--- config.mk ---
export PLATFORM = sky130hd
export DESIGN_NAME = food_ctrl
export DESIGN_NICKNAME = d
export VERILOG_FILES = /design/src/rtl/food_ctrl.sv
export SDC_FILE = /design/constraint.sdc
export NUM_CORES = 1
export LEC_CHECK = 0
export CAP_MARGIN = 20
export CORE_ASPECT_RATIO = 1.5
export CORE_UTILIZATION = 45
export CTS_CLUSTER_DIAMETER = 40
export DETAILED_ROUTE_END_ITERATION = 6
export PLACE_DENSITY = 0.79
export RECOVER_POWER = 50
export SETUP_SLACK_MARGIN = 0.02
export SLEW_MARGIN = 20
export SYNTH_ARGS = -nofsm -noshare
export SYNTH_HDL_FRONTEND = slang
export SYNTH_SLANG_ARGS = --single-unit
--- constraint.sdc ---
create_clock -name clk -period 5.1 [get_ports clk]
set_input_delay 1.02 -clock clk [delete_from_list [all_inputs] [get_ports clk]]
set_output_delay 1.02 -clock clk [all_outputs]
set_load 0.005 [all_outputs]
--- src/rtl/food_ctrl.sv ---
// -----------------------------------------------------------------------------
// food_ctrl
//   Places food for the snake datapath and raises the eat pulse.
//   A free-running 16-bit LFSR supplies candidate cells. Each candidate is
//   checked against one complete body scan that starts after placement. A
//   candidate on the body is dropped and a new one drawn. A clean candidate
//   becomes visible food. The food is eaten when the head lands on it at
//   tick completion.
//
//   Stream handshake: an element of the body stream counts only in a cycle
//   with i_pos_valid=1. i_pos_first marks the head element and i_pos_last
//   marks the tail. There is no backpressure; this block always accepts.
//
// Ports
//   clk, rst              clock; synchronous active-high reset
//   i_tick_done           head position is final for this tick
//   i_head_x, i_head_y    current head cell
//   i_pos_x, i_pos_y      body-stream cell
//   i_pos_first/last      stream element is head / tail
//   i_pos_valid           stream element is a real body cell
//   i_success             snake reached maximum length (sticky stop)
//   o_eat                 one-cycle pulse: food eaten
//   o_food_x, o_food_y    food cell (meaningful when o_food_valid=1)
//   o_food_valid          food placed and visible
// -----------------------------------------------------------------------------
module food_ctrl #(
  parameter int          GAME_WIDTH  = 20,
  parameter int          GAME_HEIGHT = 13,
  parameter logic [15:0] LFSR_SEED   = 16'hACE1
) (
  input  logic       clk,
  input  logic       rst,
  input  logic       i_tick_done,
  input  logic [4:0] i_head_x,
  input  logic [3:0] i_head_y,
  input  logic [4:0] i_pos_x,
  input  logic [3:0] i_pos_y,
  input  logic       i_pos_first,
  input  logic       i_pos_last,
  input  logic       i_pos_valid,
  input  logic       i_success,
  output logic       o_eat,
  output logic [4:0] o_food_x,
  output logic [3:0] o_food_y,
  output logic       o_food_valid
);

  localparam logic [2:0] S_PLACE  = 3'd0;
  localparam logic [2:0] S_WAIT   = 3'd1;
  localparam logic [2:0] S_CHECK  = 3'd2;
  localparam logic [2:0] S_ACTIVE = 3'd3;
  localparam logic [2:0] S_DONE   = 3'd4;

  logic [2:0]  state;
  logic [15:0] lfsr;
  logic [15:0] lfsr_next;
  logic        hit;
  logic [4:0]  cx;
  logic [3:0]  cy;
  logic [4:0]  cand_x;
  logic [3:0]  cand_y;
  logic        pos_match;
  logic        head_match;

  // Taps 16,14,13,11 in right-shifting form: tap k reads bit (16-k).
  assign lfsr_next = {lfsr[0] ^ lfsr[2] ^ lfsr[3] ^ lfsr[5], lfsr[15:1]};

  // Raw fields never reach twice the board size, so one subtraction wraps.
  always_comb begin
    cx = lfsr[4:0];
    if (cx >= 5'(GAME_WIDTH)) cx = cx - 5'(GAME_WIDTH);
    cy = lfsr[9:6];
    if (cy >= 4'(GAME_HEIGHT)) cy = cy - 4'(GAME_HEIGHT);
    cand_x = cx + 5'd1;
    cand_y = cy + 4'd1;
  end

  assign pos_match  = i_pos_valid && (i_pos_x == o_food_x) && (i_pos_y == o_food_y);
  assign head_match = (i_head_x == o_food_x) && (i_head_y == o_food_y);

  always_ff @(posedge clk) begin
    if (rst) begin
      lfsr         <= LFSR_SEED;
      state        <= S_PLACE;
      hit          <= 1'b0;
      o_eat        <= 1'b0;
      o_food_valid <= 1'b0;
      o_food_x     <= 5'd0;
      o_food_y     <= 4'd0;
    end else begin
      lfsr  <= lfsr_next;
      o_eat <= 1'b0;
      if (i_success) begin
        state        <= S_DONE;
        o_food_valid <= 1'b0;
      end else begin
        case (state)
          S_PLACE: begin
            o_food_x <= cand_x;
            o_food_y <= cand_y;
            hit      <= 1'b0;
            state    <= S_WAIT;
          end
          // Elements before the head belong to a scan that began before this
          // candidate existed, so they are skipped.
          S_WAIT: begin
            if (i_pos_valid && i_pos_first) begin
              if (i_pos_last) begin
                if (pos_match) begin
                  state <= S_PLACE;
                end else begin
                  state        <= S_ACTIVE;
                  o_food_valid <= 1'b1;
                end
              end else begin
                hit   <= pos_match;
                state <= S_CHECK;
              end
            end
          end
          S_CHECK: begin
            if (i_pos_valid) begin
              hit <= hit | pos_match;
              if (i_pos_last) begin
                // The tail is folded in directly rather than through hit.
                if (hit || pos_match) begin
                  state <= S_PLACE;
                end else begin
                  state        <= S_ACTIVE;
                  o_food_valid <= 1'b1;
                end
              end
            end
          end
          S_ACTIVE: begin
            if (i_tick_done && head_match) begin
              o_eat        <= 1'b1;
              o_food_valid <= 1'b0;
              state        <= S_PLACE;
            end
          end
          S_DONE: begin
            o_food_valid <= 1'b0;
          end
          default: state <= S_PLACE;
        endcase
      end
    end
  end

endmodule
==> summary.txt <==
Status
  • Status: completed

Worst hold path
  • WHS Path Cells: 1
  • Hold Crit Start: lfsr[14]
  • HP Class: flop to flop
  • Hold EP: lfsr[13]

Clocking
  • Clk slew on worst S/H paths: 60 ps
  • CTS root buffer: clkbuf_8
  • CTS Hold Bufs: 0
  • Setup Buffers After CTS: 0
  • # resized after CTS: 0
  • CTS tree: built
  • CTS Buffer Depth: 2
  • # clock sinks: 31
  • CTS buffer count: 5
  • Max H-tree Level: 2
  • Clk Latency, worst-skew pair: 280 ps

Synthesis
  • Synth top area share: 36.15%
  • Syn Nets: 235
  • Synth Instances: approximately 200
  • Synth warn: 0
  • Syn_area_per_cell: 8.456 µm²
  • Register area share after synthesis: 36.15%
  • Yosys cell types: 40
  • Synth area leader: dfxtp_1
  • Yosys reg bits: 31
  • Synth area leaders: dfxtp_1, xnor2_1, xor2_1
  • Syn Std Cell Area: 1717 µm²

Floorplan
  • Die W: ~52 µm
  • Initial Utilization: 47.05%
  • Die Height: 77.65 µm
  • Core area: 3649 µm²
  • Row count: 27
  • I/O pins: 36
  • Die footprint: 4071 µm²

Timing
  • Final setup violation count: 0
  • Hold Vio Cnt, Final: 0
  • Max Freq: 395.9 MHz
  • Minimum clock period: 2526 ps
  • RSZ-0062 raised after global routing: false
  • Setup TNS: 0 ps
  • Clock skew: 4.028 ps
  • Part of the cycle the worst path needs: 49.53%
  • Worst slew pin tran: 989.8 ps
  • Slew Limit Fails: 0
  • Slew headroom: 33.80%

Final layout
  • Antenna Cells: 0
  • Commonest non-fill, non-tap cell in the layout: dfxtp_1
  • Finished Layout Cells: between 200 and 300
  • Nets@finish: 269
  • Area of the multi-input gates: 999.7 µm²
  • Most frequent cells in the layout: dfxtp_1, clkdlybuf4s50_1, nand2_1, nor2_1, xnor2_1
  • Ratio of cells with drive above 1 in the final layout: between 8 and 9%
  • Area Overhead vs Synth: 25.73%
  • Storage cell area: 620.6 µm²
  • Fillers: 362

Place
  • HPWL Detailed: roughly 2700 µm
  • Placed cells: 273
  • Routability Congestion: 0.7857
  • IO Port Bufs: 35

Detailed routing
  • DR pass1 iterations: 4
  • WL per Instance: 12.31 µm
  • Detailed-route via count: between 1000 and 1500
  • WL final: 3460 µm
  • Drt first-iter violations: 28
  • Vias per cell: 5.242
  • Antenna violation net count after detailed routing: 0
  • Drt drc: 0

Power and ir drop
  • Peak supply drop: 0.2285 mV
  • Power Dens Cells: around 260 nW/µm²
  • Pleak: 0.8575 nW
  • Tot Pwr: 0.0005695 W

Critical path
  • CP arrival: roughly 2700 ps
  • CP Max Fanout: 4
  • Critical Path RT: 5310 ps
  • Worst reg2reg setup slack: 3230 ps
  • Critical path cell sequence: clkdlybuf4s50_1, xor2_1, nor4_2, nand4_1, o21a_1, nor3_2, mux2i_1
  • RR Startpoint: lfsr[6]
  • Worst R2R Path Depth: 8
  • Crit path launch type: input pin
  • Crit. End Element: flop
  • Critical Path Max Stage Delay: 410 ps
  • Critical path buffers and inverters: 1
  • Slowest-stage cell, CP: clkdlybuf4s50_1
  • Critical R2R Capture: o_food_y[2]
  • CP Class: input pin to flop
  • Family with the most delay on the worst path: simple AND/OR/NAND/NOR gates

Global route
  • Total grt overflow: 0
  • Antenna violations before repair: 0
  • Gr usage total: 18.93%
  • Vias in the first global route: 1451
  • First-pass GRT wire length: 5823 µm
  • Largest net degree at the start of global routing: 32

Run
  • Max cap viols: 0
-- cells in the mapped netlist --
library cell and count:
nand3b_1 2, o21a_1 1, a311oi_1 1, buf_6 2, or2_2 8, a2111o_1 1, nand2b_1 1, a211o_1 1
nor4bb_1 1, a31oi_1 4, a21boi_1 1, clkbuf_1 3, o211ai_1 2, a21oi_2 1, xor2_1 11, buf_1 1
and2_1 1, nand4_1 3, dfxtp_1 31, ha_1 7, nand3_1 5, mux2_2 1, nor3b_1 2, a211oi_1 4
nor3_2 1, o21ai_0 4, nor4_2 3, buf_2 2, nand2_1 21, a21oi_1 13, o41ai_1 1, nor3_1 3
nor2_1 18, xnor2_1 14, mux2i_1 3, nor2b_1 6, nor4_1 2, o2bb2ai_1 2, o22ai_1 2, inv_1 13
-- logic make-up after synthesis --
logic type | synth area share [%]
AOI/OAI and AO/OA | 14.36
xor gates and xnor gates | 12.76
adders and majority gates | 5.102
buffers and inverters | 5.612
DFF | 36.15
muxes | 2.405
and+or+nand+nor | 23.62
-- worst max-delay path by stage --
stage	from	endpoint	cells past startpoint
final	i_head_y[3]	o_food_valid	7
after CTS	i_head_y[3]	o_food_valid	7
after floorplan	i_head_y[2]	o_food_valid	6
after global routing	i_success	o_food_y[2]	4
after detailed placement	i_head_y[3]	o_food_valid	7
after global placement	i_head_y[3]	o_food_valid	7
-- metrics by stage --
step           util [%]  worst slack [ps]  hold WS, ps  cell area (µm²)
4_1_cts           59.16              2539        416.8             2158
2_1_floorplan         -              2898        389.5             1717
3_5_place_dp      56.82              2245        404.3             2073
3_3_place_gp      56.82              2277        396.9             2073
6_report          59.16              2574        414.4             2158
5_1_grt           59.16              2384        432.0             2158
-- power by group --
group / internal (W) / switching [W] / total, W
clock network: 0.0000951 / 0.0000868 / 0.000182
registers: 0.000258 / 0.0000197 / 0.000278
logic: 0.0000617 / 0.0000480 / 0.000110
total: 0.000415 / 0.000154 / 0.000570
-- flip-flops by register name, indices dropped and copies added (netlist names) --
register      count
o_eat             1
o_food_y          4
o_food_x          5
lfsr             16
o_food_valid      1
hit               1
state             3
-- routing by layer --
layer  global-route usage (%)  wire, µm  vias up
li1                         -         -      757
met1                    19.00      1400      673
met2                    34.18      1788       32
met3                    4.902       175       11
met4                    9.211        95        0
met5                        0         0        -
-- final cells by class --
class                      instances  area share, %
clock inverter                     2         0.5797
timing repair buffer              35          16.23
clock buffer                       6          3.362
sequential                        31          28.75
tap                               43          2.493
multi-input combinational        151          46.32
inverter                          13          2.261
Power figures use the tool's default switching activity.
